[config.mk]
export PLATFORM = sky130hd
export DESIGN_NAME = uart_tx_flat
export DESIGN_NICKNAME = d
export VERILOG_FILES = /design/src/rtl/uart_pkg.sv /design/src/rtl/uart_tx_if.sv /design/src/rtl/uart_baud_counter.sv /design/src/rtl/uart_tx.sv /design/src/flat_wrapper.sv
export SDC_FILE = /design/constraint.sdc
export NUM_CORES = 1
export LEC_CHECK = 0
export CAP_MARGIN = 20
export CORE_MARGIN = 8
export CORE_UTILIZATION = 50
export DETAILED_ROUTE_END_ITERATION = 10
export PLACE_DENSITY = 0.72
export SLEW_MARGIN = 20
export SYNTH_ARGS = -nofsm -noshare
export SYNTH_HDL_FRONTEND = slang
export SYNTH_SLANG_ARGS = --single-unit
[constraint.sdc]
create_clock -name clk -period 3.4 [get_ports clk]
set_input_delay 0.51 -clock clk [delete_from_list [all_inputs] [get_ports clk]]
set_output_delay 0.51 -clock clk [all_outputs]
set_load 0.1 [all_outputs]
[src/rtl/uart_pkg.sv]
// uart_pkg: shared types and helpers for the UART transmitter and the future receiver.
// Optional even parity is selected by the UART_TX_PARITY_EN macro (see uart_tx.sv).
package uart_pkg;

    localparam int unsigned UART_DATA_BITS = 8;

    typedef enum logic [2:0] {
        IDLE   = 3'd0,
        START  = 3'd1,
        DATA   = 3'd2,
        PARITY = 3'd3,
        STOP   = 3'd4
    } uart_tx_state_t;

    // Clock cycles per bit, rounded to nearest.
    function automatic int unsigned baud_divisor(input int unsigned clk_freq,
                                                 input int unsigned baud);
        return (clk_freq + baud / 2) / baud;
    endfunction

endpackage

[src/rtl/uart_tx_if.sv]
// uart_tx_if: valid/ready byte handshake between the CPU UART register and the transmitter.
interface uart_tx_if
    import uart_pkg::*;
    ();

    logic [UART_DATA_BITS-1:0] tx_data;
    logic                      tx_valid;
    logic                      tx_ready;

    modport master (output tx_data, output tx_valid, input tx_ready);
    modport slave  (input tx_data, input tx_valid, output tx_ready);

endinterface

[src/rtl/uart_baud_counter.sv]
// uart_baud_counter: free-running 0..DIVISOR-1 bit-period counter with synchronous clear.
// bit_done is high in the last cycle of each bit period.
module uart_baud_counter #(
    parameter int unsigned DIVISOR = 8
) (
    input  logic clk,
    input  logic reset_n,
    input  logic clear,
    output logic bit_done
);

    localparam int unsigned CW = (DIVISOR > 2) ? $clog2(DIVISOR) : 1;
    localparam logic [CW-1:0] LAST = CW'(DIVISOR - 1);

    logic [CW-1:0] count;

    // Count bit-period cycles; wrap at the end of each bit, restart on clear.
    always_ff @(posedge clk or negedge reset_n) begin
        if (!reset_n) begin
            count <= '0;
        end else if (clear || count == LAST) begin
            count <= '0;
        end else begin
            count <= count + CW'(1);
        end
    end

    assign bit_done = (count == LAST);

endmodule

[src/rtl/uart_tx.sv]
// uart_tx: byte-serial UART transmitter, 8N1 by default.
// Define UART_TX_PARITY_EN to add an even parity bit (8E1 frame).
// Transmission is gated by the 2-flop-synchronised PLL lock signal.
module uart_tx
    import uart_pkg::*;
#(
    parameter int unsigned CLK_FREQ = 100_500_000,
    parameter int unsigned BAUD     = 115_200,
    parameter int unsigned DIVISOR  = baud_divisor(CLK_FREQ, BAUD)
) (
    input  logic          clk,
    input  logic          reset_n,
    input  logic          locked,
    uart_tx_if.slave      bus,
    output logic          tx,
    output logic          busy
);

    localparam logic [2:0] LAST_BIT = 3'(UART_DATA_BITS - 1);

    uart_tx_state_t            state;
    logic [1:0]                lock_sync;
    logic                      lock_s;
    logic [UART_DATA_BITS-1:0] shreg;
    logic [2:0]                bit_cnt;
    logic                      accept;
    logic                      clear;
    logic                      bit_done;
`ifdef UART_TX_PARITY_EN
    logic                      parity_bit;
`endif

    // Two-flop synchroniser for the PLL lock input.
    always_ff @(posedge clk or negedge reset_n) begin
        if (!reset_n) begin
            lock_sync <= '0;
        end else begin
            lock_sync <= {lock_sync[0], locked};
        end
    end

    assign lock_s       = lock_sync[1];
    assign bus.tx_ready = (state == IDLE) && lock_s;
    assign accept       = bus.tx_valid && bus.tx_ready;

    // Every non-abort state change happens on bit_done, where the counter wraps
    // to 0 by itself; holding clear in IDLE and on lock loss covers the other entries.
    assign clear = (state == IDLE) || !lock_s;

    uart_baud_counter #(
        .DIVISOR (DIVISOR)
    ) u_baud (
        .clk      (clk),
        .reset_n  (reset_n),
        .clear    (clear),
        .bit_done (bit_done)
    );

    // Frame sequencer with registered line and busy outputs.
    always_ff @(posedge clk or negedge reset_n) begin
        if (!reset_n) begin
            state      <= IDLE;
            tx         <= 1'b1;
            busy       <= 1'b0;
            shreg      <= '0;
            bit_cnt    <= '0;
`ifdef UART_TX_PARITY_EN
            parity_bit <= 1'b0;
`endif
        end else if (state != IDLE && !lock_s) begin
            state   <= IDLE;
            tx      <= 1'b1;
            busy    <= 1'b0;
            bit_cnt <= '0;
        end else begin
            case (state)
                IDLE: begin
                    if (accept) begin
                        shreg      <= bus.tx_data;
`ifdef UART_TX_PARITY_EN
                        parity_bit <= ^bus.tx_data;
`endif
                        bit_cnt    <= '0;
                        tx         <= 1'b0;
                        busy       <= 1'b1;
                        state      <= START;
                    end
                end
                START: begin
                    if (bit_done) begin
                        tx    <= shreg[0];
                        shreg <= shreg >> 1;
                        state <= DATA;
                    end
                end
                DATA: begin
                    if (bit_done) begin
                        if (bit_cnt == LAST_BIT) begin
                            bit_cnt <= '0;
`ifdef UART_TX_PARITY_EN
                            tx      <= parity_bit;
                            state   <= PARITY;
`else
                            tx      <= 1'b1;
                            state   <= STOP;
`endif
                        end else begin
                            bit_cnt <= bit_cnt + 3'd1;
                            tx      <= shreg[0];
                            shreg   <= shreg >> 1;
                        end
                    end
                end
`ifdef UART_TX_PARITY_EN
                PARITY: begin
                    if (bit_done) begin
                        tx    <= 1'b1;
                        state <= STOP;
                    end
                end
`endif
                STOP: begin
                    if (bit_done) begin
                        busy  <= 1'b0;
                        state <= IDLE;
                    end
                end
                default: begin
                    tx    <= 1'b1;
                    busy  <= 1'b0;
                    state <= IDLE;
                end
            endcase
        end
    end

endmodule
[src/flat_wrapper.sv]
// flat-port wrapper written by rule: the top's interface ports become plain ports
module uart_tx_flat import uart_pkg::*;
#(
    parameter int unsigned CLK_FREQ = 100_500_000,
    parameter int unsigned BAUD     = 115_200,
    parameter int unsigned DIVISOR  = baud_divisor(CLK_FREQ, BAUD)
)
  (clk, reset_n, locked, tx, busy, bus_tx_data, bus_tx_valid, bus_tx_ready);
  uart_tx_if bus_i ();
  input  logic clk;
  input  logic reset_n;
  input  logic locked;
  output logic tx;
  output logic busy;
  input wire logic [$bits(bus_i.tx_data)-1:0] bus_tx_data;
  input wire logic [$bits(bus_i.tx_valid)-1:0] bus_tx_valid;
  output wire logic [$bits(bus_i.tx_ready)-1:0] bus_tx_ready;
  assign bus_i.tx_data = bus_tx_data;
  assign bus_i.tx_valid = bus_tx_valid;
  assign bus_tx_ready = bus_i.tx_ready;
  uart_tx #(.CLK_FREQ(CLK_FREQ), .BAUD(BAUD), .DIVISOR(DIVISOR)) u_core (.clk(clk), .reset_n(reset_n), .locked(locked), .bus(bus_i), .tx(tx), .busy(busy));
endmodule
==> impl_metrics.tcl <==
set metrics [dict create \
    routabilityCongestion 0.830 \
    critical_path_class "reg -> out" \
    cts_sinks 28 \
    status "complete, no violations" \
    grt_use_total_pct 10.8 \
    cp_num_buf_inv 1 \
    viasPerCell 5.60 \
    numPortBuffers 14 \
    ys.flop_type "dfrtp_1" \
    end_kind "output port" \
    cts_buffer_depth 2 \
    postCtsHoldBufs 0 \
    p_per_area_mw_per_mm2 401 \
    synth-seq-area-share_pct 48.9 \
    rows 19 \
    synth_area_per_cell_um2 10.8 \
    hp-class "reg -> reg" \
    worstPathMaxFanout 3 \
    syn_to_final_growth_pct 13.6 \
    synth_common_cells "27 x dfrtp_1, 16 x mux2_2, 15 x nor2_1, 7 x xnor2_1" \
    max_slew_margin_pct 35.5 \
    start_util_pct 52.5 \
    die_y_um 69.6 \
    ys_async_sr_fraction_pct 100 \
    cts_tree "built" \
    wl_um 2620 \
    yosys-top-cells-area "dfrtp_1 47%, mux2_2 13%, xnor2_1 4.3%, nor2_1 3.9%, mux2i_1 2.8%" \
    vias 996 \
    hold_violations 0 \
    post_cts_buffers 0 \
    dpl.hpwl_um 1980 \
    cp_slowest_cell "clkdlybuf4s50_1" \
    cp_top_family "buffers and inverters" \
    grt_antenna_before_repair 0 \
    drc 0 \
    drt_iter0_markers 54 \
    io-pin-count 15 \
    ys_warn_count 0 \
    cp.required_ns 2.89 \
    min_period_over_period_pct 69.5 \
    antenna_left 0 \
    synth_top_area_share_pct 47.0 \
    first_pass_iters 4 \
    die_w_um 69.6 \
    clk_latency_ns 0.31 \
    critical-path-max-stage-delay_ns 1.15 \
    clockPowerShare_pct 20.3 \
    clock.fmax_mhz 423 \
    finalSetupTns_ns 0 \
    nNetsFinal 163 \
    syn_inst 133 \
    skew_ns 0.00934 \
    netlist_area_mm2 0.00144 \
    grt_pass1_wl_um 4530 \
    drv_cap 0 \
    utilization_pct 59.7 \
    clk_pin_slew_worst_paths_ns 0.13 \
    synth-seq-cells 28 \
    min_period_ns 2.36 \
    core_area_mm2 0.00273 \
    synth.most_common_cell "dfrtp_1" \
    post_drt_wl_per_cell_um 14.7 \
    nFillCells 245 \
    p_comb_share_pct 20.4 \
    synth_edf_count 0 \
    grt_pass1_vias 1036 \
    net-switching-power_w 0.000180 \
    ff2ff_setup_slack_ns 1.16 \
    ir_worst_vdd_mv 0.369 \
    dieArea_mm2 0.00484 \
    start_kind "register" \
    htreeDepth 1 \
    syn_nets 148 \
    synthDistinctLibCells 37 \
    regArea_um2 702 \
    overflow 0 \
    rsz0062_at_grt "false" \
    power.share.sequential_pct 59.3 \
    dp_worst_setup_slack_ns 1.18 \
    cts-resized-gates 0 \
    cp_cell_sequence "clkdlybuf4s50_1" \
    drive_above_1_share_pct 18.4 \
    arrival_ns 1.85 \
    worst_slack_ns 1.04 \
    setup_violations 0 \
    multi_input_area_um2 703 \
    tightest_slew_ns 0.964 \
    grt_max_degree 29 \
    p_leak_nw 0.666 \
    cts_inserted_buffers 3 \
    slew_viol_final 0 \
    antenna_cells 0 \
    p_sw_share_pct 27.5 \
    yosysTopAreaCell "dfrtp_1" \
    cts-root-buf "clkbuf_4" \
    internal-power_w 0.000475 \
]
-- sequential cells by signal, indices dropped and copies added, names as in the netlist --
signal / flops
u_core.shreg: 8
u_core.tx: 1
u_core.state: 3
u_core.u_baud.count: 10
u_core.bit_cnt: 3
u_core.busy: 1
u_core.lock_sync: 2
-- layout make-up --
cell class / count / share of cell area, %
clock buffers: 4 / 1.61
inverters: 5 / 1.15
multi-input cells: 95 / 43.1
flip-flops and latches: 28 / 43.0
well taps: 31 / 2.38
repair buffers: 15 / 8.74
-- power by group through the flow --
| stage | Sequential, W | Combinational [W] | Clock, W |
|---|---|---|---|
| detailed placement | 0.000395 | 0.000136 | 0 |
| global route | 0.000393 | 0.000145 | 0.000154 |
| finish | 0.000388 | 0.000134 | 0.000133 |
| global placement | 0.000391 | 0.000130 | 0 |
| CTS | 0.000389 | 0.000136 | 0.000143 |
| floorplan | 0.000412 | 0.0000729 | 0 |
-- placed cells by master, fill, tap and decap left out, types with 4 or more instances in the layout --
cell	synthesis	final
a21oi_1	5	5
clkdlybuf4s50_1	0	12
dfrtp_1	27	27
inv_1	5	5
mux2_2	16	16
mux2i_1	4	4
nand2_1	4	4
nor2_1	15	15
nor3_1	4	4
o21ai_0	4	4
xnor2_1	7	7
-- path summary, 6_finish.rpt --
path                                          end              startpoint  cells past startpoint
max                                          busy             u_core.busy                      1
min                           u_core.lock_sync[1]     u_core.lock_sync[0]                      0
max reg2reg                       u_core.shreg[6]  u_core.u_baud.count[0]                      5
min reg2reg                   u_core.lock_sync[1]     u_core.lock_sync[0]                      0
max in group asynchronous               u_core.tx                 reset_n                      2
min in group asynchronous  u_core.u_baud.count[9]                 reset_n                      2
-- metrics by stage --
step | total power (W) | instance area [µm²] | hold slack, ns | instances
after detailed placement | 0.000531 | 1610 | 0.336 | 174
after global placement | 0.000521 | 1600 | 0.338 | 174
after CTS | 0.000667 | 1630 | 0.367 | 178
after floorplan | 0.000485 | 1440 | 0.214 | 133
final | 0.000655 | 1630 | 0.365 | 178
after global routing | 0.000692 | 1630 | 0.376 | 178
-- metal layers --
layer  up-vias  wire length [µm]  GRT usage (%)
li1        497                 -              -
met4         0                16           2.51
met1       485              1200           13.0
met2        12              1340           19.0
met3         2                68           2.43
met5         -                 0              0
-- cells by family (layout without fill, tap and decap cells) --
kind of cell,count (synthesis),count (layout),share of synthesized area (%)
compound gates,18,18,8.62
fa+ha+maj,3,3,2.61
buf+inv,10,24,2.70
mux,20,20,15.3
simple gates,45,45,16.4
xor+xnor,9,9,5.49
flops,28,28,48.9
Power figures use the tool's default switching activity.
